[src/rtl/qdiv_pkg.sv]
// -----------------------------------------------------------------------------
// qdiv_pkg -- shared definitions for the signed fixed-point divider.
//
// Contents:
//   QDIV_N, QDIV_Q          default word width and fractional bit count (Q8.8)
//   qdiv_state_e            divider FSM states (IDLE, RUN, DONE)
//   QDIV_SAT_POS/NEG        saturation values at the default word width
// -----------------------------------------------------------------------------
package qdiv_pkg;

  localparam int QDIV_N = 16;
  localparam int QDIV_Q = 8;

  typedef enum logic [1:0] {
    IDLE = 2'd0,
    RUN  = 2'd1,
    DONE = 2'd2
  } qdiv_state_e;

  // Largest positive and most negative representable words at the default width.
  localparam logic [QDIV_N-1:0] QDIV_SAT_POS = {1'b0, {(QDIV_N-1){1'b1}}};
  localparam logic [QDIV_N-1:0] QDIV_SAT_NEG = {1'b1, {(QDIV_N-1){1'b0}}};

endpackage

[src/rtl/qdiv.sv]
// -----------------------------------------------------------------------------
// qdiv -- signed two's-complement fixed-point divider (QN-Q.Q format).
//
// Computes (|dividend| << Q) / |divisor| with a restoring shift-subtract loop,
// one quotient bit per clock, MSB first, then applies the sign and saturates.
// The result appears exactly N+Q-1 rising edges after the start-capture edge.
//
// Ports:
//   i_clk           clock, rising edge
//   i_rst_n         asynchronous active-low reset
//   i_start         start request; captures operands in any state (restarts RUN)
//   i_dividend      signed fixed-point dividend, N bits
//   i_divisor       signed fixed-point divisor, N bits
//   o_quotient_out  signed quotient, same format; held between results
//   o_complete      high from the final edge until the next start or reset
//   o_overflow      result not representable or divisor zero (saturated output)
//
// Handshake: i_start is a single-cycle request with no ready; a start while a
// division is in flight abandons it. o_complete is a level, not a pulse: it is
// valid whenever high and remains high (with o_quotient_out/o_overflow stable)
// until the next accepted start or reset.
//
// Build option:
//   QDIV_ROUND_EN   round half away from zero instead of truncating.
//
// Debug: the FSM state is the internal signal 'state' (qdiv_state_e), kept
// under that name so checkers can bind to it.
// -----------------------------------------------------------------------------
module qdiv
  import qdiv_pkg::*;
#(
  parameter int N = QDIV_N,
  parameter int Q = QDIV_Q
) (
  input  logic         i_clk,
  input  logic         i_rst_n,
  input  logic         i_start,
  input  logic [N-1:0] i_dividend,
  input  logic [N-1:0] i_divisor,
  output logic [N-1:0] o_quotient_out,
  output logic         o_complete,
  output logic         o_overflow
);

  // Quotient magnitude width; also the number of iterations.
  localparam int QW = N + Q - 1;
  localparam int CW = $clog2(N + Q);
  localparam logic [CW-1:0] LAST_CNT = CW'(N + Q - 2);

  localparam logic [N-1:0] SAT_POS = {1'b0, {(N-1){1'b1}}};
  localparam logic [N-1:0] SAT_NEG = {1'b1, {(N-1){1'b0}}};
  // Magnitude limits, widened to hold a rounded quotient magnitude.
  localparam logic [QW:0] MAX_MAG = {{Q{1'b0}}, SAT_POS};
  localparam logic [QW:0] NEG_MAG = {{Q{1'b0}}, SAT_NEG};

  qdiv_state_e   state;
  logic [CW-1:0] cnt;
  logic          sign;      // sign of the result
  logic          dvd_neg;   // dividend sign, selects saturation on divide-by-zero
  logic          hi_ovf;    // quotient bit above the iterated range would be set
  logic [N-1:0]  mag_dvs;   // divisor magnitude
  logic [N-1:0]  rem;       // partial remainder
  logic [QW-1:0] num_quo;   // numerator bits shift out the top, quotient bits in

  // ---------------------------------------------------------------------------
  // Operand magnitudes. Negating -2^(N-1) gives 2^(N-1), which fits N unsigned
  // bits, so the most negative word needs no special handling here.
  // ---------------------------------------------------------------------------
  logic [N-1:0] mag_dvd_in;
  logic [N-1:0] mag_dvs_in;

  always_comb begin
    mag_dvd_in = i_dividend[N-1] ? ({N{1'b0}} - i_dividend) : i_dividend;
    mag_dvs_in = i_divisor[N-1]  ? ({N{1'b0}} - i_divisor)  : i_divisor;
  end

  // ---------------------------------------------------------------------------
  // One restoring step. The numerator (|dividend| << Q) is N+Q bits; its top
  // bit seeds the remainder at capture and the remaining N+Q-1 bits are walked
  // here. Because rem < divisor <= 2^(N-1) holds after every step, the shifted
  // remainder fits N+1 bits.
  // ---------------------------------------------------------------------------
  logic [N:0]    shifted;
  logic          q_bit;
  logic [N-1:0]  rem_next;
  logic [QW-1:0] num_quo_next;
  logic [N:0]    rem_diff;

  always_comb begin
    shifted      = {rem, num_quo[QW-1]};
    q_bit        = (shifted >= {1'b0, mag_dvs});
    rem_diff     = shifted - {1'b0, mag_dvs};
    rem_next     = q_bit ? rem_diff[N-1:0] : shifted[N-1:0];
    num_quo_next = {num_quo[QW-2:0], q_bit};
  end

  // ---------------------------------------------------------------------------
  // Final result, evaluated from the last step's outputs so the quotient is
  // registered on the same edge that completes the iteration.
  // ---------------------------------------------------------------------------
  logic          round_inc;
  logic          div_zero;
  logic [QW:0]   mag_fin;
  logic [N-1:0]  q_fin;
  logic          ovf_fin;

  always_comb begin
`ifdef QDIV_ROUND_EN
    // Round half away from zero: the discarded fraction is >= 1/2 LSB.
    round_inc = ({rem_next, 1'b0} >= {1'b0, mag_dvs});
`else
    round_inc = 1'b0;
`endif
    div_zero = (mag_dvs == {N{1'b0}});
    mag_fin  = {1'b0, num_quo_next} + {{QW{1'b0}}, round_inc};
    q_fin    = {N{1'b0}};
    ovf_fin  = 1'b0;

    if (div_zero) begin
      // Iteration ran on garbage; result depends only on the dividend sign.
      q_fin   = dvd_neg ? SAT_NEG : SAT_POS;
      ovf_fin = 1'b1;
    end else if (hi_ovf) begin
      q_fin   = sign ? SAT_NEG : SAT_POS;
      ovf_fin = 1'b1;
    end else if (sign && (mag_fin == NEG_MAG)) begin
      // -2^(N-1) is representable exactly.
      q_fin   = SAT_NEG;
      ovf_fin = 1'b0;
    end else if (mag_fin > MAX_MAG) begin
      q_fin   = sign ? SAT_NEG : SAT_POS;
      ovf_fin = 1'b1;
    end else begin
      q_fin   = sign ? ({N{1'b0}} - mag_fin[N-1:0]) : mag_fin[N-1:0];
      ovf_fin = 1'b0;
    end
  end

  // ---------------------------------------------------------------------------
  // Control FSM with registered outputs.
  // ---------------------------------------------------------------------------
  always_ff @(posedge i_clk or negedge i_rst_n) begin
    if (!i_rst_n) begin
      state          <= IDLE;
      cnt            <= '0;
      sign           <= 1'b0;
      dvd_neg        <= 1'b0;
      hi_ovf         <= 1'b0;
      mag_dvs        <= '0;
      rem            <= '0;
      num_quo        <= '0;
      o_quotient_out <= '0;
      o_complete     <= 1'b0;
      o_overflow     <= 1'b0;
    end else if (i_start) begin
      // Start wins in every state, including mid-division.
      state      <= RUN;
      cnt        <= '0;
      sign       <= i_dividend[N-1] ^ i_divisor[N-1];
      dvd_neg    <= i_dividend[N-1];
      mag_dvs    <= mag_dvs_in;
      // Only |dividend| = 2^(N-1) sets the numerator's top bit; with a
      // divisor magnitude of 1 that bit becomes a quotient bit beyond QW.
      hi_ovf     <= mag_dvd_in[N-1] && (mag_dvs_in == {{(N-1){1'b0}}, 1'b1});
      rem        <= {{(N-1){1'b0}}, mag_dvd_in[N-1]};
      num_quo    <= {mag_dvd_in[N-2:0], {Q{1'b0}}};
      o_complete <= 1'b0;
      o_overflow <= 1'b0;
    end else begin
      case (state)
        IDLE: begin
          state <= IDLE;
        end
        RUN: begin
          rem     <= rem_next;
          num_quo <= num_quo_next;
          cnt     <= cnt + {{(CW-1){1'b0}}, 1'b1};
          if (cnt == LAST_CNT) begin
            state          <= DONE;
            o_quotient_out <= q_fin;
            o_overflow     <= ovf_fin;
            o_complete     <= 1'b1;
          end
        end
        DONE: begin
          state <= DONE;
        end
        default: begin
          state <= IDLE;
        end
      endcase
    end
  end

endmodule

[config.mk]
export PLATFORM = sky130hd
export DESIGN_NAME = qdiv
export DESIGN_NICKNAME = d
export VERILOG_FILES = /design/src/rtl/qdiv_pkg.sv /design/src/rtl/qdiv.sv
export SDC_FILE = /design/constraint.sdc
export NUM_CORES = 1
export LEC_CHECK = 0
export BUFFER_PORTS_ARGS = -buffer_cell sky130_fd_sc_hd__buf_2
export CELL_PAD_IN_SITES_DETAIL_PLACEMENT = 0
export CELL_PAD_IN_SITES_GLOBAL_PLACEMENT = 2
export CORE_MARGIN = 2
export CORE_UTILIZATION = 38
export CTS_BUF_LIST = sky130_fd_sc_hd__clkbuf_8
export CTS_CLUSTER_DIAMETER = 100
export CTS_CLUSTER_SIZE = 8
export DETAILED_ROUTE_END_ITERATION = 8
export PLACE_DENSITY = 0.9
export SLEW_MARGIN = 20
export SYNTH_ARGS = -nofsm -noshare
export SYNTH_HDL_FRONTEND = slang
export SYNTH_SLANG_ARGS = --single-unit
[constraint.sdc]
create_clock -name i_clk -period 4.3 [get_ports i_clk]
set_clock_uncertainty 0.1 [all_clocks]
set_input_delay 0.86 -clock i_clk [delete_from_list [all_inputs] [get_ports i_clk]]
set_output_delay 0.86 -clock i_clk [all_outputs]
set_load 0.02 [all_outputs]
==> impl_metrics.ini <==
[power_and_ir_drop]
p_total_mw = 3.22
cellLeakagePower_nw = 2.87
power.density_mw_per_mm2 = 497
ir_worst_vdd_mv = 0.374

[detailed_routing]
post_drt_via_cell_ratio = 5.54
avgRoutedWirePerCell_um = 16.5
wirelength_mm = 15.7
drc = 0
vias = 5288
ant_nets = 0
first_iter_violations = 385
drt-pass1-iter-count = 5

[timing]
hold_violations = 0
relSlewSlack_pct = 48.2
setup_viol_count_final = 0
finalCritPeriodShare_pct = 92.2
setup_ws_ns = 0.334
holdWs_ns = 0.405
max_freq_mhz = 252
period_minus_slack_ns = 3.97
setup_tns_ns = 0
rsz0062_at_grt = no
drv_slew = 0
worst_pin_slew_ns = 0.777

[clocking]
numCtsBuffers = 9
clock_latency_ns = 0.37
numClockSinks = 83
clockBufferDepth = 2
tritoncts = done
clk_pin_slew_ns = 0.08
htree_levels = 3
cts-root-buf = clkbuf_8

[synth]
synth-simple-area-share_pct = 21.7
synth_top_cell_by_area = dfrtp_1
syn_nets = 772
synth_warnings = 0
synth.top_cells.by_count = dfrtp_1 (83), nor2_1 (76), nand2_1 (71)
yosys_most_used_dff = dfrtp_1
synth_top_family_by_area = compound AO/OA/AOI/OAI gates
synth-seq-area-share_pct = 35.0
muxShareOfSynthArea_pct = 3.73
yosysMostFrequentCell = dfrtp_1
ys_seq_elements = 83
syn_area_mm2 = 0.00594
synthAdderAreaFrac_pct = 5.18
netlist_top_cells_area = dfrtp_1 (35%), ha_1 (4.8%), nor2_1 (4.8%)
synth_compound_area_share_pct = 22.6
synthXorXnorAreaFrac_pct = 5.75
synth-async-reset-ratio_pct = 100
ys_types = 66
synthCells = 713
synth_edf_count = 0
yosysTopAreaCellShare_pct = 35.0
syn_avg_cell_area_um2 = 8.33

[worst_setup_path]
critical_path_class = reg2reg
crit_fanout = 20
end_kind = register
arrival_ns = 4.09
setup.worst_path.start_class = register
required_ns = 4.43

[place]
placed_area_mm2 = 0.00628
pre_cts_slack_ns = 0.293
io_buffer_count = 52
dp.cells = 940
hpwl_mm = 11.7
place.gp.congestion = 0.920

[global_routing]
grt_pass1_wl_mm = 25.8
antenna_found_initial = 0
grt_overflow = 0
grt_pass1_vias = 5087
grt_max_degree = 84
global_route.usage.total_pct = 19.6

[final_layout]
stdcell_area_mm2 = 0.00647
fin_util_pct = 42.4
layout-drive-gt1-share_pct = 11.7
nets = 799
ff_latch_area_mm2 = 0.00208
area_growth_pct = 8.97
multi_input_area_mm2 = 0.00351
fillers = 1577
antenna_cells = 0
fin_cells = 955

[die]
rows = 45
die_area_mm2 = 0.0166
start_util_pct = 38.9
core_area_mm2 = 0.0153
die_w_um = 129
ioPinCount = 53
fp.dieH_um = 129

[status]
run_status = complete, no violations

[flow_run]
drv_cap = 0

[hold_path]
holdCritPathClass = reg2reg
-- worst max-delay path, cell delays in order, from the launching register on --
cell and delay [ns]:
dfrtp_1 0.43, inv_1 0.07, ha_1 0.31, nor2b_4 0.14, o31a_4 0.31, o211a_1 0.26, or3_4 0.50, ha_1 0.22
nand4b_1 0.18, nor4_2 0.42, o22ai_1 0.13, a31o_2 0.32, mux2i_1 0.15, a31oi_1 0.24, a21oi_1 0.06
-- cell families (layout without fill, tap and decap cells) --
kind of cell / count (synthesis) / in the layout
and+or+nand+nor: 263 / 263
muxes: 22 / 22
adders and majority gates: 24 / 24
DFF: 83 / 83
AOI/OAI and AO/OA: 203 / 203
xor gates and xnor gates: 39 / 39
buffers and inverters: 79 / 110
-- registers in the layout (all words and copies together) (netlist names) --
register / cells
num_quo: 23
mag_dvs: 16
o_quotient_out: 16
rem: 16
cnt: 5
state: 2
dvd_neg: 1
hi_ovf: 1
o_complete: 1
o_overflow: 1
sign: 1
-- final timing paths --
check / slack (ns) / start / cells after the start / endpoint
worst max register to register: 0.33 / mag_dvs[1]$_DFFE_PN0P_ / 14 / o_quotient_out[14]$_DFFE_PN0P_
worst min-delay path: 0.40 / o_quotient_out[2]$_DFFE_PN0P_ / 2 / o_quotient_out[2]$_DFFE_PN0P_
max in group asynchronous: 3.12 / i_rst_n / 1 / num_quo[14]$_DFFE_PN0N_
worst min register to register: 0.40 / o_quotient_out[2]$_DFFE_PN0P_ / 2 / o_quotient_out[2]$_DFFE_PN0P_
min in group asynchronous: 0.42 / i_rst_n / 1 / mag_dvs[15]$_DFFE_PN0P_
worst max-delay path: 0.33 / mag_dvs[1]$_DFFE_PN0P_ / 14 / o_quotient_out[14]$_DFFE_PN0P_
-- final cells by class --
type                            count  area share (%)
Multi-Input combinational cell    551            54.3
Clock inverter                      4           0.406
Clock buffer                       11            2.34
Inverter                           40            2.32
Sequential cell                    83            32.1
Tap cell                          211            4.08
Timing Repair Buffer               55            4.47
-- timing repair --
action,CTS,global route
endpoints found under the setup margin,0,9
endpoints found under the hold margin,0,0
hold buffers,0,0
buffers inserted,0,0
resized for setup,0,1
-- report_power, final --
part	switching, mW	total, mW	internal [mW]
logic	0.962	1.59	0.631
registers	0.173	1.10	0.929
clock network	0.285	0.523	0.238
-- metal layers --
| layer | vias to the layer above | GRT usage [%] | routed length [um] |
|---|---|---|---|
| met5 | - | 0 | 0 |
| met4 | 0 | 7.23 | 243 |
| met3 | 14 | 2.19 | 729 |
| met2 | 142 | 29.8 | 6840 |
| met1 | 2480 | 28.8 | 7920 |
| li1 | 2652 | - | - |
-- cell usage in the layout, fill, tap and decap left out, types with 4 or more instances in the layout --
master,instances
a211oi_1,14
a21o_1,4
a21oi_1,53
a311oi_1,10
a31oi_1,10
buf_2,51
clkbuf_8,11
dfrtp_1,83
ha_1,22
inv_1,41
mux2i_1,21
nand2_1,71
nand2b_1,4
nand3_1,13
nand4_1,13
nand4b_1,5
nor2_1,76
nor2b_1,7
nor3_1,24
nor4_1,10
o211ai_1,5
o21a_1,8
o21ai_0,43
o31a_1,4
o31ai_1,13
o41ai_1,7
or2_2,6
or3_1,9
or4_1,6
xnor2_1,19
xor2_1,20
Power figures use the tool's default switching activity.
